==> config.mk <==
export PLATFORM = sky130hd
export DESIGN_NAME = la_capture_core
export DESIGN_NICKNAME = d
export VERILOG_FILES = /design/src/rtl/la_capture_core.sv
export SDC_FILE = /design/constraint.sdc
export NUM_CORES = 2
export LEC_CHECK = 0
export BUFFER_PORTS_ARGS = -buffer_cell sky130_fd_sc_hd__buf_2
export CAP_MARGIN = 20
export CORE_ASPECT_RATIO = 1.2
export CORE_MARGIN = 2
export CORE_UTILIZATION = 30
export CTS_CLUSTER_DIAMETER = 120
export DETAILED_ROUTE_END_ITERATION = 7
export PLACE_DENSITY = 0.51
export REMOVE_ABC_BUFFERS = 1
export SYNTH_ARGS = -nofsm -noshare
export SYNTH_HDL_FRONTEND = slang
export SYNTH_SLANG_ARGS = --single-unit
==> constraint.sdc <==
create_clock -name clk_i -period 3.3 [get_ports clk_i]
set_input_delay 0.66 -clock clk_i [delete_from_list [all_inputs] [get_ports clk_i]]
set_output_delay 0.66 -clock clk_i [all_outputs]
set_load 0.03 [all_outputs]
==> src/rtl/la_capture_core.sv <==
// Logic-analyser capture core. Samples qualified probe data into a circular
// buffer, waits for a trigger after filling the requested pre-trigger window,
// collects the remaining post-trigger samples, then freezes the buffer for
// readout. trig_addr_o / start_addr_o locate the trigger and oldest sample.
module la_capture_core #(
    parameter int DATA_W = 16,
    parameter int DEPTH  = 256,
    localparam int AW    = $clog2(DEPTH)
) (
    input  logic              clk_i,
    input  logic              rst_n_i,
    input  logic [DATA_W-1:0] data_i,
    input  logic              sample_en_i,
    input  logic              arm_i,
    input  logic              abort_i,
    input  logic [1:0]        trig_mode_i,
    input  logic [DATA_W-1:0] trig_value_i,
    input  logic [DATA_W-1:0] trig_mask_i,
    input  logic [AW-1:0]     pretrig_i,
    input  logic              rd_en_i,
    input  logic [AW-1:0]     rd_addr_i,
    output logic [DATA_W-1:0] rd_data_o,
    output logic              rd_valid_o,
    output logic [2:0]        state_o,
    output logic              done_o,
    output logic [AW-1:0]     trig_addr_o,
    output logic [AW-1:0]     start_addr_o
);

    localparam logic [2:0] ST_IDLE = 3'd0;
    localparam logic [2:0] ST_PRE  = 3'd1;
    localparam logic [2:0] ST_WAIT = 3'd2;
    localparam logic [2:0] ST_POST = 3'd3;
    localparam logic [2:0] ST_DONE = 3'd4;

    logic [DATA_W-1:0] mem [DEPTH];

    logic [2:0]        state_reg;
    logic [AW-1:0]     wr_ptr_reg;
    logic [AW:0]       cnt_reg;       // pre samples in PRE, post samples in POST
    logic [AW-1:0]     pretrig_reg;
    logic [1:0]        mode_reg;
    logic [DATA_W-1:0] value_reg;
    logic [DATA_W-1:0] mask_reg;
    logic              match_q;
    logic              first_q;

    logic              capturing;
    logic              qual;
    logic              match;
    logic              trig;
    logic [AW:0]       post_total;

    // Sample qualification, compare and trigger decision for the current sample
    always_comb begin
        capturing  = (state_reg == ST_PRE) || (state_reg == ST_WAIT) || (state_reg == ST_POST);
        qual       = capturing && sample_en_i && !abort_i;
        match      = ((data_i ^ value_reg) & mask_reg) == '0;
        post_total = (AW+1)'(DEPTH) - {1'b0, pretrig_reg};
        trig       = 1'b0;
        case (mode_reg)
            2'b00:   trig = match;
            2'b01:   trig = match && !match_q && !first_q;
            2'b10:   trig = !match && match_q && !first_q;
            default: trig = 1'b1;
        endcase
    end

    // Capture FSM, pointers, trigger bookkeeping and done flag
    always_ff @(posedge clk_i or negedge rst_n_i) begin
        if (!rst_n_i) begin
            state_reg    <= ST_IDLE;
            wr_ptr_reg   <= '0;
            cnt_reg      <= '0;
            pretrig_reg  <= '0;
            mode_reg     <= 2'b00;
            value_reg    <= '0;
            mask_reg     <= '0;
            match_q      <= 1'b0;
            first_q      <= 1'b1;
            done_o       <= 1'b0;
            trig_addr_o  <= '0;
            start_addr_o <= '0;
        end else begin
            if (abort_i) begin
                state_reg <= ST_IDLE;
                done_o    <= 1'b0;
            end else begin
                case (state_reg)
                    ST_IDLE, ST_DONE: begin
                        if (arm_i) begin
                            // pretrig_i is AW bits wide, so it never exceeds DEPTH-1
                            pretrig_reg <= pretrig_i;
                            mode_reg    <= trig_mode_i;
                            value_reg   <= trig_value_i;
                            mask_reg    <= trig_mask_i;
                            wr_ptr_reg  <= '0;
                            cnt_reg     <= '0;
                            done_o      <= 1'b0;
                            first_q     <= 1'b1;
                            state_reg   <= (pretrig_i == '0) ? ST_WAIT : ST_PRE;
                        end
                    end
                    ST_PRE: begin
                        if (qual) begin
                            cnt_reg <= cnt_reg + 1'b1;
                            if (cnt_reg + 1'b1 == {1'b0, pretrig_reg}) begin
                                state_reg <= ST_WAIT;
                            end
                        end
                    end
                    ST_WAIT: begin
                        if (qual && trig) begin
                            trig_addr_o  <= wr_ptr_reg;
                            start_addr_o <= wr_ptr_reg - pretrig_reg;
                            cnt_reg      <= {{AW{1'b0}}, 1'b1};
                            if (post_total == {{AW{1'b0}}, 1'b1}) begin
                                state_reg <= ST_DONE;
                                done_o    <= 1'b1;
                            end else begin
                                state_reg <= ST_POST;
                            end
                        end
                    end
                    ST_POST: begin
                        if (qual) begin
                            cnt_reg <= cnt_reg + 1'b1;
                            if (cnt_reg + 1'b1 == post_total) begin
                                state_reg <= ST_DONE;
                                done_o    <= 1'b1;
                            end
                        end
                    end
                    default: state_reg <= ST_IDLE;
                endcase
            end
            if (qual) begin
                wr_ptr_reg <= wr_ptr_reg + 1'b1;
                match_q    <= match;
                first_q    <= 1'b0;
            end
        end
    end

    // Sample buffer write port (no reset so it maps onto block RAM)
    always_ff @(posedge clk_i) begin
        if (qual) begin
            mem[wr_ptr_reg] <= data_i;
        end
    end

    // Registered read port; same-address write returns the previous word
    always_ff @(posedge clk_i or negedge rst_n_i) begin
        if (!rst_n_i) begin
            rd_valid_o <= 1'b0;
            rd_data_o  <= '0;
        end else begin
            rd_valid_o <= rd_en_i;
            if (rd_en_i) begin
                rd_data_o <= mem[rd_addr_i];
            end
        end
    end

    assign state_o = state_reg;

endmodule

-- Word level (Yosys, flattened, before mapping)
Memory sizes are Yosys's and may differ from the RTL's. A register that Yosys moved wholly into a read port is not among the register bits.
Cells that the tools add are included.
- register bits: 82
- memory bits (writable): 4096
- logic and storage cells: 103
- memories kept: 1
- memories (memory ; words ; bits a word ; rd ports ; clocked after memory_dff ; wr ports ; line ; RTL):
    mem ; 256 ; 16 ; 1 ; 1 ; 1 ; 36 ; logic [DATA_W-1:0] mem [DEPTH];
- add/sub/neg operators: 4
- equality and inequality tests: 20
- multiplexer cells: 32
- bitwise operators: 3
- reduce and logical (&&, ||, !) cells: 30
- operator list (cell ; count):
    2-to-1 mux 8 bit ; 4
    2-to-1 mux 9 bit ; 3
    one-hot mux 9 bit (3 select lines) ; 1
    2-to-1 mux 3 bit ; 8
    AND 16 bit ; 1
    zero test 16 bit ; 1
    bitwise XOR 16 bit ; 1
    2-to-1 mux 1 bit ; 12
    inequality test 3 x 2 -> 1 bit, second input constant ; 4
    one-hot mux 3 bit (4 select lines) ; 1
    AND reduction 6 bit ; 2
    adder 9 x 1 -> 9 bit, second input constant ; 1
    == test 9 x 1 -> 1 bit, second input constant ; 1
    == test 9 x 8 -> 1 bit ; 1
    == test 9 bit ; 1
    inequality test 3 bit, second input constant ; 3
    AND reduction 3 bit ; 3
    subtractor 9 x 8 -> 9 bit, first input constant ; 1
    adder 8 x 1 -> 8 bit, second input constant ; 1
    zero test 8 bit ; 1
    subtractor 8 bit ; 1
    logical AND 1 bit ; 7
    == test 3 x 2 -> 1 bit, second input constant ; 2
    inequality test 2 x 1 -> 1 bit, second input constant ; 3
    other kinds (17) ; 25

-- Logic depth before layout (Yosys ltp)
- depth after elaboration: 11
- depth in mapped cells: 12

-- Worst setup path before layout
No wires, ideal clock.
- kind: register -> register
- start: register state_reg[1], in the netlist state_o[1]
- end: memory mem[199][0], enable pin
- arrival: 2.813 ns
- slack: 0.099 ns
- cell stages (with the launch flop): 9
- buffers on the path: 3
- period minus slack after synthesis: 3.201 ns
- cell sequence: dfrtp_1 > buf_2 > nor2_1 > or3b_1 > nor2_1 > buf_2 > nand3_1 > clkbuf_1 > nor2_1
- cells in the longest elaborated chain, start to end: 7
- elaborated cells on any way between the ends: 9
- those cells by class: eq/ne: 3; mux: 2; reduce/logical: 4
- ends and longest elaborated chain (element ; line ; RTL):
    start, declared ; 38 ; logic [2:0] state_reg;
    start signal, assigned ; 101 ; state_reg <= (pretrig_i == '0) ? ST_WAIT : ST_PRE;
    == test 3 x 1 -> 1 bit or == test 3 x 2 -> 1 bit (tied branches) ; 56 ; capturing = (state_reg == ST_PRE) || (state_reg == ST_WAIT) || (state_reg == ST_POST);
    logical OR 1 bit ; 56 ;
    logical OR 1 bit * ; 56 ;
    logical AND 1 bit * (2 in series) ; 57 ; qual = capturing && sample_en_i && !abort_i;
    2-to-1 mux 1 bit * ; 147 ; if (qual) begin
    2-to-1 mux 1 bit (not written as such) * ; 148 ; mem[wr_ptr_reg] <= data_i;
    end, declared ; 36 ;
Every way passes the cells marked *; elsewhere a longest branch is shown, timed or not.

==> results_dict.tcl <==
set metrics [dict create \
    synth_seq_cells 4194 \
    gr-usage-all-layers_pct 18.8 \
    cts_tree "yes" \
    tns_ns 0 \
    worst_setup_path_end_kind "flip-flop" \
    hp-start "arm_i" \
    slowest_delay_ns 0.72 \
    cp_top_family "simple AND/OR/NAND/NOR gates" \
    fin_area_mm2 0.196 \
    antenna_found_initial 37 \
    dr_wl_met3_mm 32.5 \
    synth.area.top_cells "edfxtp_1 (76%), mux4_2 (13%), mux2i_1 (2.0%)" \
    setup_violations 0 \
    holdBufCountCts 53 \
    ios 109 \
    crit_required_ns 4.24 \
    die_w_um 675 \
    final-max-slew-violation-count 0 \
    detail_route.iter0.violations 10600 \
    via_count 85600 \
    wl_met1_mm 207 \
    critPathLaunch "rd_addr_i[2]" \
    route.met2.wl_mm 260 \
    crit_buf_inv 6 \
    grt_pass1_wl_mm 720 \
    min_period_ns 3.12 \
    worstMarginPinSlew_ns 1.45 \
    cts_setup_buffers 0 \
    drt_first_pass_iters 5 \
    rsz0062_at_grt "no" \
    cpMostUsedCell "buf_4" \
    synth.most_common_cell "edfxtp_1" \
    grt_max_degree 185 \
    grt_overflow 0 \
    synth-async-reset-ratio_pct 2.34 \
    fin_total_pwr_uw 115000 \
    dieHeight_um 810 \
    synth-edff-count 4096 \
    skew_ns 0.0584 \
    syn_area_mm2 0.162 \
    dieArea_mm2 0.547 \
    clkSinkCount 4194 \
    core_area_mm2 0.538 \
    clock.fmax_ghz 0.321 \
    syn_avg_cell_area_um2 21.3 \
    relSlewSlack_pct 3.34 \
    peakVddDrop_uv 441 \
    numCtsBuffers 406 \
    post-route-period-util_pct 94.5 \
    synthCells 7629 \
    cp_data_arrival_time_ns 4.06 \
    drt_wl_total_mm 526 \
    cts.repair.resized 0 \
    clk-insertion-delay-late_ns 1.02 \
    crit_type "input port to flip-flop" \
    fin_nets 9089 \
    clk_path_buf_depth 4 \
    maxCapViolCount 0 \
    largest_reg_flops 4096 \
    htreeDepth 5 \
    ys_seq_area_share_pct 77.3 \
    status "finished clean" \
    powerDensity_mw_per_mm2 589 \
    synth_flop_cell "edfxtp_1" \
    synth_cell_type_count 87 \
    via_per_inst 5.19 \
    hp-class "input port to flip-flop" \
    rows 295 \
    numPlacedInstances 15700 \
    path_cells "buf_6, buf_12, nor2b_4, buf_12, buf_4, nand2_1, buf_4, o22ai_1, nor4_1, nand4_1, nor3_1, buf_4, a211o_1" \
    ant_nets 0 \
    synth_warnings 0 \
    r2r_start "mem[204][0]" \
    initial_core_util_pct 30.1 \
    drc 0 \
    placedInstanceArea_mm2 0.182 \
    yosys.area.top_type_share_pct 75.8 \
    ys_top_cells_by_count "edfxtp_1 (4,096), mux4_2 (929), nor2_1 (339)" \
    io_buffers 108 \
    grt_pass1_vias 86800 \
    yosys.area.top_type "edfxtp_1" \
    place_congestion 0.859 \
    largest_register "mem" \
    fill_cells 49500 \
    fin_util_pct 36.4 \
    drive_gt1_share_pct 32.8 \
    power_leakage_uw 0.0631 \
    start_kind "input port" \
    area_growth_pct 20.6 \
    routedWlPerCell_um 31.9 \
    cp_max_fo 16 \
    cpMaxStageDelayCell "nor4_1" \
    clk_pin_slew_ns 0.06 \
    top_layer_used "met5" \
    fin_cells 16500 \
    root_buffer "clkbuf_16" \
    hpwl_mm 351 \
    final_hold_viol_count 0 \
]
## layout by cell type, fill, tap and decap left out, types with 97 or more instances in the layout
cell	n
edfxtp_1	4096
buf_4	1027
mux4_2	929
clkbuf_16	408
mux2i_1	323
nand2_1	302
buf_12	209
nor2_1	196
nor2_2	141
a22oi_1	110
o22ai_1	106
dfrtp_1	97
## per-stage QoR
stage / hold WS, ns / setup slack (ns)
3_3_place_gp: 0.463 / -3.12
5_1_grt: 0.0922 / 0.242
6_report: 0.106 / 0.180
3_5_place_dp: 0.467 / -0.787
2_1_floorplan: 0.364 / -1.49
4_1_cts: 0.0168 / 0.248
## logic make-up after synthesis
| logic type | count (synthesis) | share of synthesized area [%] |
|---|---|---|
| and+or+nand+nor | 930 | 2.53 |
| AOI/OAI and AO/OA | 708 | 3.09 |
| muxes | 1274 | 15.0 |
| xor gates and xnor gates | 41 | 0.238 |
| buffers and inverters | 464 | 1.63 |
| adders and majority gates | 18 | 0.143 |
| DFF | 4194 | 77.3 |
## layout make-up
| cell class | count | area (µm²) | area share [%] |
|---|---|---|---|
| flip-flops and latches | 4194 | 125000 | 64.1 |
| clock inverters | 269 | 2800 | 1.43 |
| diodes | 12 | 30.0 | 0.0153 |
| inverters | 30 | 120 | 0.0614 |
| well taps | 7128 | 8920 | 4.56 |
| multi-input cells | 2971 | 34600 | 17.7 |
| clock buffers | 484 | 10500 | 5.38 |
| repair buffers | 1396 | 13100 | 6.72 |
## worst reg2reg max path, delay by kind of cell, from the launching register on
family / cells / cell delay, ns
multiplexers: 1 / 0.45
buffers and inverters: 2 / 0.37
flip-flops: 1 / 0.37
AO/OA/AOI/OAI: 3 / 1.33
AND/OR/NAND/NOR: 2 / 0.34
## layer usage
| metal | track usage [%] | vias up |
|---|---|---|
| met2 | 31.9 | 3402 |
| met5 | 0 | - |
| li1 | - | 34800 |
| met4 | 8.17 | 8 |
| met1 | 24.1 | 46600 |
| met3 | 2.53 | 803 |
## power breakdown
part | switching (µW) | internal (µW)
logic | 5360 | 3310
registers | 544 | 58900
clock network | 20900 | 26300
## path summary, 6_finish.rpt
check	to	slack, ns	cells past startpoint
worst max register to register	rd_data_o[0]	0.33	8
max in group asynchronous	mask_reg[9]	2.04	3
min in group asynchronous	value_reg[11]	0.22	3
worst max-delay path	rd_data_o[1]	0.18	13
worst min register to register	mask_reg[3]	0.48	2
worst min-delay path	state_o[2]	0.11	3
(Power assumes the default switching activity.)
